**src/rtl/pid_pkg.sv**
```systemverilog
// Shared defaults and the signed saturation helper for the PID term pipeline.
package pid_pkg;

  localparam int unsigned ERR_W_DEF   = 12;
  localparam int unsigned SAT_W_DEF   = 10;
  localparam logic [5:0]  P_COEFF_DEF = 6'h10;
  localparam int unsigned I_W_DEF     = 15;
  localparam int unsigned I_SHIFT_DEF = 6;
  localparam int unsigned D_DEPTH_DEF = 2;
  localparam int unsigned D_SAT_W_DEF = 7;
  localparam logic [4:0]  D_COEFF_DEF = 5'h07;
  localparam int unsigned OUT_W_DEF   = 14;

  // Clamp a sign-extended value into the signed range of out_w bits (out_w < 32).
  function automatic logic signed [31:0] sat_signed(input logic signed [31:0] v,
                                                   input int unsigned out_w);
    logic signed [31:0] hi;
    logic signed [31:0] lo;
    hi = (32'sd1 <<< (out_w - 1)) - 32'sd1;
    lo = -(32'sd1 <<< (out_w - 1));
    if (v > hi) return hi;
    if (v < lo) return lo;
    return v;
  endfunction

endpackage

```
**src/rtl/pid_sat.sv**
```systemverilog
// Combinational signed saturator from IN_W bits down to OUT_W bits.
module pid_sat
  import pid_pkg::*;
#(
  parameter int unsigned IN_W  = 16,
  parameter int unsigned OUT_W = 14
) (
  input  logic [IN_W-1:0]  i_in,
  output logic [OUT_W-1:0] o_out
);

  assign o_out = OUT_W'(sat_signed(32'($signed(i_in)), OUT_W));

endmodule

```
**src/rtl/pid_terms_pipe.sv**
```systemverilog
// Two-stage PID term pipeline: saturated P, anti-windup I, history-based D and saturated sum.
module pid_terms_pipe
  import pid_pkg::*;
#(
  parameter int unsigned ERR_W   = ERR_W_DEF,
  parameter int unsigned SAT_W   = SAT_W_DEF,
  parameter logic [5:0]  P_COEFF = P_COEFF_DEF,
  parameter int unsigned I_W     = I_W_DEF,
  parameter int unsigned I_SHIFT = I_SHIFT_DEF,
  parameter int unsigned D_DEPTH = D_DEPTH_DEF,
  parameter int unsigned D_SAT_W = D_SAT_W_DEF,
  parameter logic [4:0]  D_COEFF = D_COEFF_DEF,
  parameter int unsigned OUT_W   = OUT_W_DEF
) (
  input  logic                   clk,
  input  logic                   rst_n,
  input  logic [ERR_W-1:0]       error,
  input  logic                   err_vld,
  input  logic                   moving,
  output logic [SAT_W+3:0]       P_term,
  output logic [I_W-I_SHIFT-1:0] I_term,
  output logic [D_SAT_W+4:0]     D_term,
  output logic [OUT_W-1:0]       PID,
  output logic                   pid_vld
);

  localparam int unsigned P_W   = SAT_W + 4;
  localparam int unsigned PP_W  = SAT_W + 6;
  localparam int unsigned IT_W  = I_W - I_SHIFT;
  localparam int unsigned DF_W  = SAT_W + 1;
  localparam int unsigned D_W   = D_SAT_W + 5;
  localparam int unsigned SUM_W = OUT_W + 2;

  logic [SAT_W-1:0] w_err_sat;
  logic [SAT_W-1:0] r_err_s1;
  logic             r_vld_s1;

  pid_sat #(.IN_W(ERR_W), .OUT_W(SAT_W)) u_sat_err (.i_in(error), .o_out(w_err_sat));

  always_ff @(posedge clk or negedge rst_n) begin
    if (!rst_n) begin
      r_err_s1 <= '0;
      r_vld_s1 <= 1'b0;
    end else begin
      r_err_s1 <= w_err_sat;
      r_vld_s1 <= err_vld;
    end
  end

  logic [PP_W-1:0] w_p_prod;
  logic [P_W-1:0]  w_p_next;

  assign w_p_prod = PP_W'($signed(r_err_s1)) * PP_W'($signed(P_COEFF));

  pid_sat #(.IN_W(PP_W), .OUT_W(P_W)) u_sat_p (.i_in(w_p_prod), .o_out(w_p_next));

  logic [I_W-1:0]  r_integ;
  logic [I_W:0]    w_integ_sum;
  logic [I_W-1:0]  w_integ_clamp;
  logic [I_W-1:0]  w_integ_upd;
  logic [IT_W-1:0] w_i_next;

  assign w_integ_sum   = (I_W+1)'($signed(r_integ)) + (I_W+1)'($signed(r_err_s1));
  assign w_integ_clamp = I_W'(sat_signed(32'($signed(w_integ_sum)), I_W));
  // Not moving forces the term to see a cleared integrator in the same cycle.
  assign w_integ_upd   = moving ? w_integ_clamp : '0;
  assign w_i_next      = IT_W'($signed(w_integ_upd) >>> I_SHIFT);

  always_ff @(posedge clk or negedge rst_n) begin
    if (!rst_n)          r_integ <= '0;
    else if (!moving)    r_integ <= '0;
    else if (r_vld_s1)   r_integ <= w_integ_clamp;
  end

  logic [SAT_W-1:0]   r_hist [D_DEPTH];
  logic [DF_W-1:0]    w_diff;
  logic [D_SAT_W-1:0] w_diff_sat;
  logic [D_W-1:0]     w_d_next;

  assign w_diff   = DF_W'($signed(r_err_s1)) - DF_W'($signed(r_hist[D_DEPTH-1]));
  assign w_d_next = D_W'($signed(w_diff_sat)) * D_W'($signed(D_COEFF));

  pid_sat #(.IN_W(DF_W), .OUT_W(D_SAT_W)) u_sat_d (.i_in(w_diff), .o_out(w_diff_sat));

  logic [SUM_W-1:0] w_sum;
  logic [OUT_W-1:0] w_pid_next;

  assign w_sum = SUM_W'($signed(w_p_next)) + SUM_W'($signed(w_i_next)) + SUM_W'($signed(w_d_next));

  pid_sat #(.IN_W(SUM_W), .OUT_W(OUT_W)) u_sat_pid (.i_in(w_sum), .o_out(w_pid_next));

  always_ff @(posedge clk or negedge rst_n) begin
    if (!rst_n) begin
      P_term  <= '0;
      I_term  <= '0;
      D_term  <= '0;
      PID     <= '0;
      pid_vld <= 1'b0;
      for (int unsigned k = 0; k < D_DEPTH; k++) r_hist[k] <= '0;
    end else begin
      pid_vld <= r_vld_s1;
      if (r_vld_s1) begin
        P_term <= w_p_next;
        I_term <= w_i_next;
        D_term <= w_d_next;
        PID    <= w_pid_next;
        for (int unsigned k = D_DEPTH - 1; k > 0; k--) r_hist[k] <= r_hist[k-1];
        r_hist[0] <= r_err_s1;
      end
    end
  end

endmodule

```
**config.mk**
```make
export PLATFORM = sky130hd
export DESIGN_NAME = pid_terms_pipe
export DESIGN_NICKNAME = d
export VERILOG_FILES = /design/src/rtl/pid_pkg.sv /design/src/rtl/pid_sat.sv /design/src/rtl/pid_terms_pipe.sv
export SDC_FILE = /design/constraint.sdc
export NUM_CORES = 1
export LEC_CHECK = 0
export BUFFER_PORTS_ARGS = -buffer_cell sky130_fd_sc_hd__buf_2
export CAP_MARGIN = 15
export CELL_PAD_IN_SITES_DETAIL_PLACEMENT = 1
export CELL_PAD_IN_SITES_GLOBAL_PLACEMENT = 1
export CORE_MARGIN = 4
export CORE_UTILIZATION = 44
export DETAILED_ROUTE_END_ITERATION = 10
export PLACE_DENSITY = 0.78
export SYNTH_ARGS = -nofsm -noshare
export SYNTH_HDL_FRONTEND = slang
export SYNTH_SLANG_ARGS = --single-unit
```
**constraint.sdc**
```tcl
create_clock -name clk -period 13.65 [get_ports clk]
set_clock_uncertainty 0.15 [all_clocks]
set_input_delay 1.365 -clock clk [delete_from_list [all_inputs] [get_ports clk]]
set_output_delay 1.365 -clock clk [all_outputs]
set_load 0.005 [all_outputs]
```
==> flow_summary.json <==
{
  "root_buffer": "clkbuf_16",
  "slew_viol_final": 0,
  "grt-ovfl-total": 0,
  "wl_per_cell_um": 18.6,
  "ant_nets": 0,
  "wl_um": 17000,
  "post_cts_resized": 0,
  "whs_path_depth": 2,
  "yosysTopAreaCellShare_pct": 32.0,
  "vias_per_cell": 5.54,
  "layout.area.seq_um2": 2030,
  "final.setup.tns_ns": 0,
  "grt_pass1_wl_um": 28400,
  "r2r_cells": 33,
  "drcViolationCount": 0,
  "numPortBuffers": 61,
  "cp_data_arrival_time_ns": 8.71,
  "antenna_found_initial": 0,
  "num-fill-cells": 1635,
  "status": "finished, final reports clean",
  "path_buf_inv": 2,
  "tightestPinTransition_ns": 0.773,
  "antennaDiodeCount": 0,
  "grt_max_degree": 82,
  "hold_slack_ns": 0.336,
  "dp_hpwl_um": 13100,
  "cts_tree": "built",
  "synth-async-reset-ratio_pct": 100,
  "relSlewSlack_pct": 48.5,
  "die_w_um": 128,
  "vias": 5070,
  "avgSynthCellArea_um2": 9.17,
  "mappedNetlistArea_um2": 6330,
  "grt.total_usage_pct": 21.9,
  "insertion_delay_ns": 0.35,
  "boundaryPins": 66,
  "hold_start": "D_term[8]",
  "worstSetupStartpointType": "flop",
  "yosys.area.top_type": "dfrtp_1",
  "cts_inserted_buffers": 9,
  "gp_congestion": 0.881,
  "hold_buffers": 0,
  "ys_ff_latch": 81,
  "fin_nets": 823,
  "h-tree-depth": 3,
  "synthFlopType": "dfrtp_1",
  "hp-class": "flop to flop",
  "min_period_ns": 8.68,
  "multi_input_area_um2": 3760,
  "setup_viol": 0,
  "fp.dieH_um": 128,
  "crit_path_end_kind": "flop",
  "drive_above_1_share_pct": 16.6,
  "grt_pass1_vias": 5474,
  "crit_fanout": 13,
  "timing.rr.start": "r_err_s1[0]",
  "initial_core_util_pct": 45.2,
  "crit_type": "flop to flop",
  "hold_viol": 0,
  "yosys-top-cells-area": "dfrtp_1 (32%), ha_1 (11%), fa_1 (5.4%)",
  "first_iter_violations": 211,
  "core_area_um2": 14000,
  "rsz0062_at_grt": "no",
  "seq_area_frac_synth_pct": 32.0,
  "slowest_delay_ns": 0.59,
  "finalCritPeriodShare_pct": 63.6,
  "postCtsSetupBuffers": 0,
  "first_pass_iters": 4,
  "reg2reg_slack_ns": 4.97,
  "yosysUniqueCellTypes": 76,
  "maxCapViolations": 0,
  "cts_buffer_depth": 2,
  "crit_required_ns": 13.68,
  "netlist_instances": 690,
  "die-area_um2": 16400,
  "ys_warn_count": 0,
  "synth-edff-count": 0,
  "worstReg2RegEnd": "PID[4]",
  "max_freq_mhz": 115,
  "rows": 43,
  "min_to": "D_term[8]",
  "area_delta_synth_final_pct": 10.0,
  "cts_sinks": 81,
  "cp_top_family": "compound AO/OA/AOI/OAI gates",
  "path_clk_slew_ns": 0.06,
  "cpMaxStageDelayCell": "o31ai_2"
}
-- cell usage after synthesis, types with 3 or more instances --
master and count:
dfrtp_1 81, maj3_1 6, and3_1 3, buf_4 15
clkbuf_1 12, o21bai_1 5, o21a_1 9, o21ai_0 41
nor2_1 55, buf_2 3, nand2b_1 3, ha_1 58
nand3_1 11, a21oi_1 55, xor2_1 16, nand2_1 55
nor2b_1 7, o31ai_1 3, mux2_2 16, a21o_1 14
o221ai_1 13, fa_1 17, inv_1 89, o2bb2ai_1 5
a31oi_1 5, nor3_1 6, buf_6 3, o21ai_1 4
xnor2_1 21
-- cell families after synthesis --
family                     count (synthesis)  share of synthesized area [%]
adders and majority gates                 81                           17.8
muxes                                     18                           3.16
xor gates and xnor gates                  39                           5.63
DFF                                       81                           32.0
buffers and inverters                    125                           8.72
and+or+nand+nor                          157                           11.7
AOI/OAI and AO/OA                        188                           20.9
other                                      1                         0.0593
-- flip-flops by register name (all words and copies together) (netlist names) --
register  count
r_err_s1     10
r_hist       10
I_term        9
r_integ      15
pid_vld       1
r_vld_s1      1
P_term       10
D_term       11
PID          14
-- cell usage in the layout, fill, tap and decap left out, drive strengths merged, types with 3 or more instances in the layout --
cell type	count
xnor2	23
nand3	11
o21a	10
and2	3
o21bai	5
clkbuf	10
maj3	6
nor2	55
o2bb2ai	5
nand2b	4
a21oi	57
a31oi	6
o21ai	46
mux2	16
nor3	7
ha	58
o221ai	13
buf	63
dfrtp	81
fa	17
nand2	55
conb	4
and3	3
o31ai	5
inv	90
nor2b	9
xor2	16
a2111oi	3
a21o	14
a211o	3
-- worst max path at each step --
| stage | from | endpoint | cells past startpoint |
|---|---|---|---|
| floorplan | r_err_s1[0] | PID[3] | 31 |
| global placement | r_err_s1[0] | PID[8] | 31 |
| detailed placement | r_err_s1[0] | PID[4] | 33 |
| CTS | r_err_s1[0] | PID[4] | 33 |
| global route | r_err_s1[0] | PID[4] | 33 |
| finish | r_err_s1[0] | PID[4] | 33 |
-- layer usage --
layer | routed length [µm] | track usage (%) | vias up | part of all wire, %
met4 | 265 | 5.18 | 0 | 1.6
met3 | 628 | 3.96 | 24 | 3.7
li1 | - | - | 2433 | -
met1 | 7400 | 28.0 | 2530 | 43
met2 | 8740 | 38.4 | 83 | 51
met5 | 0 | 0 | - | 0
-- area by class of cell --
class,instances,share of cell area (%)
multi-input cells,487,54.0
flip-flops and latches,81,29.1
repair buffers,63,4.81
well taps,180,3.23
clock buffers,10,3.29
clock inverters,4,0.683
inverters,90,4.85
-- worst reg2reg max path: cells and delay by family (launching register included) --
kind	cells	cell delay, ns
XOR/XNOR	3	0.50
adder cells (fa/ha/maj)	7	2.62
buffers and inverters	2	0.14
flip-flops	1	0.37
AO/OA/AOI/OAI	15	3.52
AND/OR/NAND/NOR	6	1.18
-- per-stage QoR --
stage / setup WS (ns) / area (µm²) / util, % / instances
floorplan: 6.12 / 6340 / - / 693
global placement: 5.70 / 6670 / 47.7 / 900
detailed placement: 5.07 / 6670 / 47.7 / 900
CTS: 4.94 / 6940 / 49.6 / 914
global route: 4.34 / 6960 / 49.8 / 915
finish: 4.97 / 6960 / 49.8 / 915
Power is left out: the tool's default activity adds up to more than one toggle a clock period on the data nets, which glitch-free logic cannot reach.
